$ cat src/rtl/noc_rr_pkg.sv
// noc_rr_pkg: shared constants and FSM state type for the 4-port round-robin arbiter
package noc_rr_pkg;
  localparam int NUM_PORTS = 4;
  localparam logic [NUM_PORTS-1:0] RR_RESET_PRIORITY = 4'b0100;
  localparam int DEFAULT_TIMEOUT_CYCLES = 16;
  typedef enum logic {ST_IDLE = 1'b0, ST_LOCKED = 1'b1} rr_state_e;
endpackage

$ cat src/rtl/rr_arbiter_4port_if.sv
// rr_arbiter_4port_if: request/grant handshake between input ports and the arbiter
interface rr_arbiter_4port_if;
  import noc_rr_pkg::*;
  logic [NUM_PORTS-1:0] req_i, tail_i, priority_order_i, grant_o;
  logic ready_i, fire_o, change_order_o, timeout_o;
  modport master(output req_i, tail_i, ready_i, priority_order_i,
                 input grant_o, fire_o, change_order_o, timeout_o);
  modport slave(input req_i, tail_i, ready_i, priority_order_i,
                output grant_o, fire_o, change_order_o, timeout_o);
endinterface

$ cat src/rtl/rr_arbiter_4port_pick.sv
// rr_priority_pick: first requesting port in rank order starting at the one-hot priority bit
module rr_priority_pick
  import noc_rr_pkg::*;
(
  input  logic [NUM_PORTS-1:0] req,
  input  logic [NUM_PORTS-1:0] prio,
  output logic [NUM_PORTS-1:0] pick
);
  logic [1:0] base;
  logic [1:0] idx;
  always_comb begin
    base = '0;
    for (int i = 0; i < NUM_PORTS; i++) if ($onehot(prio) && prio[i]) base = 2'(i);
    pick = '0;
    idx = '0;
    for (int i = 0; i < NUM_PORTS; i++) begin
      idx = base + 2'(i);
      if (pick == '0 && req[idx]) pick[idx] = 1'b1;
    end
  end
endmodule

$ cat src/rtl/rr_arbiter_4port.sv
// rr_arbiter_4port: packet-locked round-robin arbiter over 4 ports.
// Define RR_ARB_TIMEOUT_EN to add a watchdog that releases grants stalled TIMEOUT_CYCLES cycles.
module rr_arbiter_4port
  import noc_rr_pkg::*;
#(
  parameter int TIMEOUT_CYCLES = DEFAULT_TIMEOUT_CYCLES
) (
  input logic clk,
  input logic reset,
  rr_arbiter_4port_if.slave bus
);
  localparam logic [0:0] IDLE = 1'(ST_IDLE);
  localparam logic [0:0] LOCKED = 1'(ST_LOCKED);
  logic [0:0] state;
  logic [NUM_PORTS-1:0] grant, pick;
  logic locked, fire, change, timeout;
  rr_priority_pick u_pick (.req(bus.req_i), .prio(bus.priority_order_i), .pick(pick));
  assign locked = state == LOCKED;
  assign fire = locked && bus.ready_i && |(grant & bus.req_i);
  assign change = (fire && |(grant & bus.tail_i)) || timeout;
`ifdef RR_ARB_TIMEOUT_EN
  localparam int CW = $clog2(TIMEOUT_CYCLES + 1);
  logic [CW-1:0] stall;
  assign timeout = locked && !fire && stall == CW'(TIMEOUT_CYCLES - 1);
  // Held at zero in IDLE, so every new grant starts counting from zero
  always_ff @(posedge clk or negedge reset)
    if (!reset) stall <= '0;
    else stall <= (!locked || fire) ? '0 : stall + 1'b1;
`else
  logic unused_timeout_cfg;
  assign unused_timeout_cfg = ^32'(TIMEOUT_CYCLES);
  assign timeout = 1'b0;
`endif
  always_ff @(posedge clk or negedge reset)
    if (!reset) begin
      state <= IDLE;
      grant <= '0;
    end else if (change) begin
      state <= IDLE;
      grant <= '0;
    end else if (!locked && bus.req_i != '0) begin
      state <= LOCKED;
      grant <= pick;
    end
  assign bus.grant_o = grant;
  assign bus.fire_o = fire;
  assign bus.change_order_o = change;
  assign bus.timeout_o = timeout;
endmodule

$ cat src/flat_wrapper.sv
// flat-port wrapper written by rule: the top's interface ports become plain ports
module rr_arbiter_4port_flat import noc_rr_pkg::*;
#(
  parameter int TIMEOUT_CYCLES = DEFAULT_TIMEOUT_CYCLES
)
  (clk, reset, bus_req_i, bus_tail_i, bus_ready_i, bus_priority_order_i, bus_grant_o, bus_fire_o, bus_change_order_o, bus_timeout_o);
  rr_arbiter_4port_if bus_i ();
  input logic clk;
  input logic reset;
  input wire logic [$bits(bus_i.req_i)-1:0] bus_req_i;
  input wire logic [$bits(bus_i.tail_i)-1:0] bus_tail_i;
  input wire logic [$bits(bus_i.ready_i)-1:0] bus_ready_i;
  input wire logic [$bits(bus_i.priority_order_i)-1:0] bus_priority_order_i;
  output wire logic [$bits(bus_i.grant_o)-1:0] bus_grant_o;
  output wire logic [$bits(bus_i.fire_o)-1:0] bus_fire_o;
  output wire logic [$bits(bus_i.change_order_o)-1:0] bus_change_order_o;
  output wire logic [$bits(bus_i.timeout_o)-1:0] bus_timeout_o;
  assign bus_i.req_i = bus_req_i;
  assign bus_i.tail_i = bus_tail_i;
  assign bus_i.ready_i = bus_ready_i;
  assign bus_i.priority_order_i = bus_priority_order_i;
  assign bus_grant_o = bus_i.grant_o;
  assign bus_fire_o = bus_i.fire_o;
  assign bus_change_order_o = bus_i.change_order_o;
  assign bus_timeout_o = bus_i.timeout_o;
  rr_arbiter_4port #(.TIMEOUT_CYCLES(TIMEOUT_CYCLES)) u_core (.clk(clk), .reset(reset), .bus(bus_i));
endmodule
$ cat config.mk
export PLATFORM = sky130hd
export DESIGN_NAME = rr_arbiter_4port_flat
export DESIGN_NICKNAME = d
export VERILOG_FILES = /design/src/rtl/noc_rr_pkg.sv /design/src/rtl/rr_arbiter_4port_if.sv /design/src/rtl/rr_arbiter_4port_pick.sv /design/src/rtl/rr_arbiter_4port.sv /design/src/flat_wrapper.sv
export SDC_FILE = /design/constraint.sdc
export NUM_CORES = 1
export LEC_CHECK = 0
export CAP_MARGIN = 20
export CORE_MARGIN = 2
export CORE_UTILIZATION = 48
export DETAILED_ROUTE_END_ITERATION = 8
export PLACE_DENSITY = 0.79
export REMOVE_ABC_BUFFERS = 1
export SLEW_MARGIN = 30
export SYNTH_ARGS = -nofsm -noshare
export SYNTH_HDL_FRONTEND = slang
export SYNTH_SLANG_ARGS = --single-unit
$ cat constraint.sdc
create_clock -name clk -period 1.95 [get_ports clk]
set_clock_uncertainty 0.05 [all_clocks]
set_input_delay 0.39 -clock clk [delete_from_list [all_inputs] [get_ports clk]]
set_output_delay 0.39 -clock clk [all_outputs]
set_load 0.1 [all_outputs]
### Word-level counts from Yosys, hierarchy flattened

Cells that the tools add are included.

* register bits after elaboration: 5
* input bits: 15
* output and inout bits: 7
* logic and storage cells: 71

* $add $sub $neg: 6
* $lt $le $gt $ge: 8
* equal/unequal tests: 1
* multiplexer cells: 27
* bitwise operators: 5
* reductions and logical operators: 22

Operator list (number)
* 4-bit two-way mux: 6
* 1-bit logical AND: 14
* 4-bit zero test: 3
* 2-bit by 3-bit < comparator with 1-bit output (second input constant): 4
* 4-bit OR: 3
* 1-bit two-way mux: 11
* 4-bit AND: 2
* 1-bit binary-select mux with 2-bit select: 4
* 1-bit demux with 2-bit select: 4
* 2-bit by 1-bit greater-or-equal comparator with 1-bit output (second input constant): 4
* 4-bit OR reduction: 2
* 1-bit by 1-bit adder with 2-bit output: 2
* 2-bit adder (second input constant): 2
* 2-bit two-way mux: 2
* 4-bit nonzero test: 1
* 2-bit by 2-bit adder with 3-bit output: 1
* 3-bit by 1-bit equality test with 1-bit output (second input constant): 1
* 2-bit by 1-bit adder with 2-bit output (second input constant): 1
* 2-bit nonzero test: 1
* 1-bit zero test: 1

### Longest topological paths before layout

Gate-level depths: netlist of run 1.

* word-level depth: 23
* gate-level depth with buffers: 17
* mapped depth without buffers: 16

### Hierarchy

From an unflattened synthesis of run 1, not the netlist that was laid out.

* cells, all modules: 110
* area, all modules: 930.9 um2

Modules (own cells, without submodules)
* rr_priority_pick: times used 1, cells each 79, area each 628.1 um2, sequential area each 0.0 um2
* rr_arbiter_4port: times used 1, cells each 31, area each 302.8 um2, sequential area each 125.1 um2

### Worst setup path before layout of run 1

No wires, ideal clock.

* kind: input-to-reg
* start: input bus_priority_order_i[3]
* end: register u_core.grant[3] (netlist: u_core.bus.grant_o[3])
* library setup time: 124 ps
* arrival time: 4042 ps
* required time: 1776 ps
* path slack: -2266 ps
* cell stages on the path: 16
* path buffers: 1
* path through: clkbuf_1 -> inv_1 -> fa_1 -> inv_1 -> ha_1 -> ha_1 -> nor3b_4 -> o21ai_0 -> ha_1 -> a21o_2 -> o31a_1 -> a21bo_4 -> o22a_1 -> and4_4 -> and4_1 -> a211o_1

* cells in the longest elaborated chain, start to end: 23
* elaborated cells on any way between the ends: 55
* classes of those cells: 5 x add/sub; 8 x order compare; 1 x eq/ne; 25 x mux; 3 x bitwise; 13 x reduce/logical

RTL lines
* from (decl): line flat_wrapper.sv:13 `input wire logic [$bits(bus_i.priority_order_i)-1:0] bus_priority_order_i;`
* 1-bit by 1-bit adder with 2-bit output (not written as such): line rr_arbiter_4port_pick.sv:13 `for (int i = 0; i < NUM_PORTS; i++) if ($onehot(prio) && prio[i]) base = 2'(i);`
* 2-bit by 2-bit adder with 3-bit output (not written as such): line rr_arbiter_4port_pick.sv:13
* 3-bit by 1-bit equality test with 1-bit output: line rr_arbiter_4port_pick.sv:13
* 1-bit logical AND: line rr_arbiter_4port_pick.sv:13
* 1-bit two-way mux: line rr_arbiter_4port_pick.sv:13
* 2-bit two-way mux: line rr_arbiter_4port_pick.sv:13
* 2-bit two-way mux (*): line rr_arbiter_4port_pick.sv:13
* branches (longest 13 deep; another with 2-bit by 3-bit < comparator with 1-bit output)
* 4-bit two-way mux (*): line rr_arbiter_4port_pick.sv:18 `if (pick == '0 && req[idx]) pick[idx] = 1'b1;`
* 4-bit two-way mux (*): line rr_arbiter_4port.sv:41 `end else if (!locked && bus.req_i != '0) begin`
* 4-bit two-way mux (*): line rr_arbiter_4port.sv:38 `end else if (change) begin`
* to (signal assigned): line rr_arbiter_4port.sv:43 `grant <= pick;`
* to (decl): line rr_arbiter_4port.sv:15 `logic [NUM_PORTS-1:0] grant, pick;`

Every way passes the cells marked *. The select of a mux whose other input is x is not followed.
A chain may end at the register's enable or synchronous reset.

### Worst setup path after layout of run 1

* start: input bus_priority_order_i[1]
* end: register u_core.grant[3] (netlist: u_core.bus.grant_o[3])

Same word-level chain as after synthesis.

==> flow_metrics.py, run 1 <==
metrics = {
    "die": {
        "die_width_um": 45.6,
        "num_rows": 15,
        "io_pins": 22,
        "start_util_pct": 49.7,
        "dieArea_mm2": 0.00208,
        "coreArea_mm2": 0.00167,
        "die_h_um": 45.6,
    },
    "power_and_ir_drop": {
        "total_power_mw": 1.66,
        "power_density_mw_per_mm2": 1080,
        "leakage_nw": 0.711,
        "ir_worst_vdd_mv": 1.25,
    },
    "worst_hold_path": {
        "hp-class": "in -> async",
    },
    "clock_tree": {
        "htree_levels": 1,
        "cts_root_buffer": "clkbuf_4",
        "clockBufferDepth": 2,
        "clk_pin_slew_worst_paths_ns": 0.05,
        "cts_hold_buffers": 0,
        "cts_buffers": 3,
        "insertion_delay_ns": 0.24,
        "clkSinkCount": 5,
        "tritoncts": "done",
    },
    "synthesis": {
        "synth_ff_type": "dfrtp_1",
        "ys_seq_elements": 5,
        "netlist_area_um2": 831,
        "synthTopCellsByCount": "inv_1 (10), nand2_1 (10)",
        "synth_area_leader_cell": "dfrtp_1",
        "netlist_instances": 98,
        "synth_edf_count": 0,
        "yosysSeqAreaShare_pct": 15.1,
        "synth_area_leaders": "dfrtp_1 (15%), ha_1 (7.5%), a22oi_1 (4.5%)",
        "ys_async_sr_fraction_pct": 100,
        "yosysTopAreaCellShare_pct": 15.1,
        "synth_warnings": 0,
        "yosysUniqueCellTypes": 51,
        "syn_avg_cell_area_um2": 8.48,
    },
    "global_routing": {
        "grt_usage_pct": 35.4,
        "antenna_found_initial": 0,
        "grt_max_degree": 10,
        "overflow": 0,
        "grt_pass1_vias": 1119,
        "grt_first_pass_wirelength_um": 5270,
    },
    "setup_path": {
        "crit_top_cell": "ha_4",
        "crit_type": "in -> reg",
        "cp-end-kind": "register",
        "slowest_delay_ns": 0.56,
        "critical_path.max_fanout": 3,
        "crit_path_start_kind": "primary input",
        "crit_slowest_cell": "fa_1",
        "r2r_setup_slack_ns": 0.18,
        "cp.required_ns": 2.03,
        "crit_family": "compound AO/OA/AOI/OAI gates",
        "critPathBufInv": 4,
        "crit_chain": "buf_8, inv_4, fa_1, inv_2, ha_4, ha_4, nor3b_4, o21a_4, inv_4, ha_4, a21o_2, o31a_1, a21bo_4, o22a_1, and4_4, and4_1, a211o_1",
        "worstPathArrival_ns": 3.60,
    },
    "routing": {
        "wl_um": 3720,
        "wl_per_cell_um": 21.0,
        "wl_met3_um": 253,
        "vias": 1112,
        "dr.pass1.iters": 4,
        "routed.top_layer": "met4",
        "vias_per_cell": 6.28,
        "dr_wl_met2_um": 1850,
        "wl_met1_um": 1450,
        "dr.first_iter.drc_count": 49,
        "ant_nets": 0,
        "drc": 0,
    },
    "placed_design": {
        "portBuffers": 20,
        "hpwl_um": 2150,
        "place_congestion": 0.900,
    },
    "timing": {
        "setup_viol": 4,
        "finalMaxSlewViolations": 0,
        "rsz0062_at_grt": "yes",
        "slew_headroom_pct": 58.9,
        "holdWs_ns": 0.326,
        "finalCritPeriodShare_pct": 181,
        "setup_ws_ns": -1.57,
        "fin_crit_ns": 3.52,
        "max_freq_ghz": 0.284,
        "worst_pin_slew_ns": 0.610,
        "hold_violations": 0,
    },
    "flow_run": {
        "timing.max_cap.violations": 0,
    },
    "final_layout": {
        "final_nets": 182,
        "drive_above_1_share_pct": 53.8,
        "multiInputGateArea_um2": 752,
        "area_growth_pct": 83.7,
        "fillers": 64,
        "antenna_cells": 0,
        "seqCellArea_um2": 125,
    },
    "outcome": {
        "status": "finished, violations left",
        "violations": "negative setup slack",
    },
}
==> sequential cells by signal, indices dropped and copies added (netlist names) <==
register and count:
u_core.bus.grant_o 4, u_core.locked 1
==> cells in the final DEF (no fill, tap or decap), types with 2 or more instances in the layout <==
| cell | instances |
|---|---|
| inv_2 | 4 |
| buf_4 | 39 |
| nor2_1 | 5 |
| clkbuf_4 | 3 |
| clkdlybuf4s50_1 | 7 |
| dlygate4sd2_1 | 4 |
| nor2b_1 | 3 |
| nand2_1 | 8 |
| mux2i_1 | 2 |
| buf_2 | 2 |
| inv_1 | 5 |
| ha_4 | 4 |
| a21oi_1 | 4 |
| nand3_1 | 2 |
| o21ai_1 | 2 |
| buf_12 | 6 |
| a22oi_1 | 4 |
| inv_4 | 2 |
| a211o_1 | 2 |
| dfrtp_1 | 5 |
| nand2_2 | 2 |
==> repair_timing <==
item | in CTS | in global routing
resized for setup | 40 | 3
endpoints found under the hold margin | 0 | 0
setup endpoints to repair | 6 | 5
pin swaps | 14 | 2
buffers inserted | 7 | 1
==> worst register-to-register path, cell delays in order (launching register included) <==
cell	delay [ns]
dfrtp_1	0.47
a22oi_1	0.24
a21oi_2	0.10
nand2_2	0.10
a21oi_1	0.13
nand2b_1	0.17
o32a_1	0.34
o31ai_1	0.07
==> per-layer routing <==
metal / up-vias / global-route usage, %
met2: 77 / 61.7
li1: 499 / -
met5: - / 0
met4: 0 / 16.5
met1: 516 / 39.1
met3: 20 / 9.92
==> power by group <==
| part | internal (mW) | leakage (nW) | total (mW) | switching, mW |
|---|---|---|---|---|
| Clock | 0.0744 | 0.0177 | 0.120 | 0.0458 |
| Combinational | 0.587 | 0.633 | 1.33 | 0.740 |
| Sequential | 0.141 | 0.0606 | 0.208 | 0.0677 |
| Total | 0.802 | 0.711 | 1.66 | 0.854 |
==> stage by stage <==
step                util (%)  instances  setup TNS (ns)  area (um^2)  worst slack (ns)
floorplan                  -         96          -12.80          820             -2.24
CTS                     90.4        176           -5.66         1510             -1.45
detailed placement      80.3        165           -9.52         1340             -2.32
global route            91.4        177           -6.71         1530             -1.70
global placement        80.3        165           -9.22         1340             -2.26
finish                  91.4        177           -6.17         1530             -1.57
==> layout make-up <==
type | instances | area share, %
Clock buffer | 3 | 1.48
Multi-Input combinational cell | 80 | 49.3
Clock inverter | 1 | 0.328
Inverter | 11 | 3.03
Timing Repair Buffer | 60 | 36.3
Tap cell | 17 | 1.39
Sequential cell | 5 | 8.20
==> logic make-up after synthesis <==
family / count (synthesis) / share of synthesized area, %
compound gates: 35 / 36.3
fa+ha+maj: 6 / 9.94
buf+inv: 13 / 6.33
flops: 5 / 15.1
mux: 4 / 6.48
other cells: 1 / 0.451
simple gates: 34 / 25.5
==> path summary, 6_finish.rpt <==
kind | depth (start not counted) | start | to
worst max-delay path | 17 | bus_priority_order_i[1] | u_core.bus.grant_o[3]
worst min-delay path | 1 | reset | u_core.bus.grant_o[1]
worst max register to register | 7 | u_core.bus.grant_o[2] | u_core.bus.grant_o[0]
worst min register to register | 2 | u_core.locked | u_core.locked
max in group asynchronous | 1 | reset | u_core.locked
min in group clk | 2 | u_core.locked | u_core.locked
Power figures use the tool's default switching activity.
==> run 2, diff against run 1 <==
Settings changed: CORE_ASPECT_RATIO set to 0.5, CORE_UTILIZATION 48 to 35, PLACE_DENSITY 0.79 to not set, SYNTH_HIERARCHICAL set to 1.
Clock period 1.95 ns to 2.85 ns, I/O delays scaled along.
==> run 2 against run 1 <==
Against the previous run:
- the flow still finishes with violations (negative setup slack)
- worst hold slack gained 0.19 ns
- largest cell class unchanged
- cell area grew 7.4%
- setup slack gained 0.45 ns
==> flow_metrics.py, run 2 <==
metrics = {
    "placed_design": {
        "place_congestion": 0.820,
        "portBuffers": 20,
        "hpwl_um": 2060,
        "pre_cts_ws_ns": -1.91,
        "place_area_mm2": 0.00140,
    },
    "final_layout": {
        "area_growth_pct": 76.1,
        "fillers": 213,
        "final_nets": 196,
        "final_cell_mix": "buf_4 (43), clkdlybuf4s50_1 (11), a22oi_1 (8), inv_1 (8)",
        "drive_above_1_share_pct": 48.3,
        "final_area_mm2": 0.00164,
        "largest_register_ffs": 4,
        "seqCellArea_um2": 125,
        "final_common_cell": "buf_4",
        "antenna_cells": 0,
        "multiInputGateArea_um2": 866,
    },
    "synthesis": {
        "synth_area_leaders": "dfrtp_1 (13%), ha_1 (9.4%), a22oi_1 (8.1%)",
        "synth-xor-area-share_pct": 0,
        "synth_warnings": 6,
        "netlist_area_um2": 931,
        "synthTopCellsByCount": "inv_1 (11), a22oi_1 (10), nand2_1 (8)",
        "synth_area_leader_cell": "dfrtp_1",
        "ys_async_sr_fraction_pct": 100,
        "syn_avg_cell_area_um2": 8.46,
        "yosysSeqAreaShare_pct": 13.4,
        "synth_ff_type": "dfrtp_1",
        "synth_fa_ha_area_share_pct": 11.6,
        "yosys.cell_count.top_type": "inv_1",
        "ys_seq_elements": 5,
        "yosysTopAreaCellShare_pct": 13.4,
        "netlist_instances": 110,
        "synth_compound_area_share_pct": 38.3,
        "synth_mux_area_share_pct": 5.91,
        "synth_top_family_by_area": "compound AO/OA/AOI/OAI gates",
        "synth_simple_gate_area_share_pct": 23.5,
        "synth_edf_count": 0,
        "yosysUniqueCellTypes": 49,
    },
    "die": {
        "num_rows": 13,
        "die_width_um": 76.9,
        "start_util_pct": 36.5,
        "die_h_um": 40.5,
        "io_pins": 22,
        "coreArea_mm2": 0.00255,
        "dieArea_mm2": 0.00311,
    },
    "clock_tree": {
        "htree_levels": 1,
        "tritoncts": "done",
        "clkSinkCount": 5,
        "cts_buffers": 3,
        "cts_root_buffer": "clkbuf_8",
        "cts_hold_buffers": 0,
        "insertion_delay_ns": 0.22,
        "clk_pin_slew_worst_paths_ns": 0.03,
        "clockBufferDepth": 2,
    },
    "routing": {
        "wl_um": 2790,
        "wl_per_cell_um": 13.3,
        "ant_nets": 0,
        "dr.first_iter.drc_count": 49,
        "vias": 1119,
        "drc": 0,
        "vias_per_cell": 5.35,
        "dr.pass1.iters": 4,
    },
    "power_and_ir_drop": {
        "leakage_nw": 0.749,
        "ir_worst_vdd_mv": 0.174,
        "total_power_uw": 702,
        "power_density_mw_per_mm2": 428,
    },
    "setup_path": {
        "crit_path_start": "bus_priority_order_i[1]",
        "critical_path.max_fanout": 5,
        "cp.required_ns": 2.93,
        "cp-end-kind": "register",
        "r2r_setup_slack_ns": 1.67,
        "worstPathArrival_ns": 4.06,
        "reg2reg_depth": 3,
        "r2r-start": "u_core/bus.grant_o[1]",
        "r2r_end": "u_core/bus.grant_o[1]",
        "crit_end": "u_core/bus.grant_o[0]",
        "crit_path_start_kind": "primary input",
        "crit_type": "in -> reg",
    },
    "timing": {
        "max_freq_ghz": 0.252,
        "fin_crit_ns": 3.97,
        "setup_ws_ns": -1.12,
        "finalCritPeriodShare_pct": 139,
        "hold_violations": 0,
        "fin_setup_tns_ns": -4.11,
        "finalMaxSlewViolations": 0,
        "rsz0062_at_grt": "yes",
        "holdWs_ns": 0.515,
        "setup_viol": 4,
    },
    "outcome": {
        "violations": "negative setup slack",
        "status": "finished, violations left",
    },
    "worst_hold_path": {
        "hp-class": "in -> async",
    },
    "global_routing": {
        "grt_max_degree": 12,
        "grt_usage_pct": 18.4,
        "grt_first_pass_wirelength_um": 4400,
        "grt_pass1_vias": 1026,
        "antenna_found_initial": 0,
        "overflow": 0,
    },
    "flow_run": {
        "timing.max_cap.violations": 0,
    },
}
[run 2: cell types whose count changed after synthesis, moves of 3 or more]
cell	delta
a21oi_1	-3
a22oi_1	+5
nand3_1	+4
o21ai_0	+3
[run 2: metrics by stage]
stage	cells	util, %
final	209	64.2
after global routing	209	64.2
after CTS	206	59.9
after detailed placement	196	54.9
after global placement	196	54.9
after floorplan	108	-
[run 2: worst max-delay path: stages]
cell      delay, ns
buf_6          0.07
inv_2          0.03
fa_1           0.54
inv_2          0.04
ha_4           0.15
ha_4           0.22
nor3b_4        0.25
o21ai_2        0.12
ha_4           0.30
mux2i_1        0.19
o211ai_1       0.13
a21boi_4       0.18
buf_6          0.14
o211a_1        0.11
o32a_1         0.22
a21o_1         0.19
o41ai_2        0.26
nand3_1        0.16
a22oi_1        0.17
[run 2: worst min path at each step]
stage / endpoint / slack (ns)
global placement: u_core/bus.grant_o[2] / 0.55
finish: u_core/locked / 0.52
global route: u_core/locked / 0.52
detailed placement: u_core/bus.grant_o[2] / 0.54
floorplan: u_core/bus.grant_o[0] / 0.22
CTS: u_core/locked / 0.52
[run 2: cell families (layout without fill, tap and decap cells)]
kind of cell    after synthesis  in the layout
buf+inv                      14             76
compound gates               44             44
simple gates                 34             34
flops                         5              5
fa+ha+maj                     8              8
mux                           4              4
other cells                   1              1
[run 2: power breakdown]
group | internal, mW | switching [mW] | total, mW
sequential | 0.0715 | 0 | 0.0715
combinational | 0.272 | 0.230 | 0.502
clock | 0.0959 | 0.0331 | 0.129
total | 0.439 | 0.263 | 0.702
[run 2: repair_timing]
| action | in CTS | in global routing |
|---|---|---|
| resized for setup | 21 | 15 |
| setup buffers | 6 | 3 |
| pin swaps | 14 | 18 |
| setup endpoints to repair | 4 | 5 |
[run 2: routing by layer]
metal	vias up	share of wire, %	wire, um	GRT usage, %
met5	-	0	0	0
met4	0	1.8	50	9.09
met3	8	3.8	106	2.70
met2	31	50	1390	34.9
met1	522	44	1240	21.9
li1	558	-	-	-
[run 2: layout make-up]
type                            count  area share, %
Timing Repair Buffer               60           31.2
Inverter                           12           2.75
Sequential cell                     5           7.63
Tap cell                           37           2.82
Multi-Input combinational cell     91           52.8
Clock buffer                        4           2.75
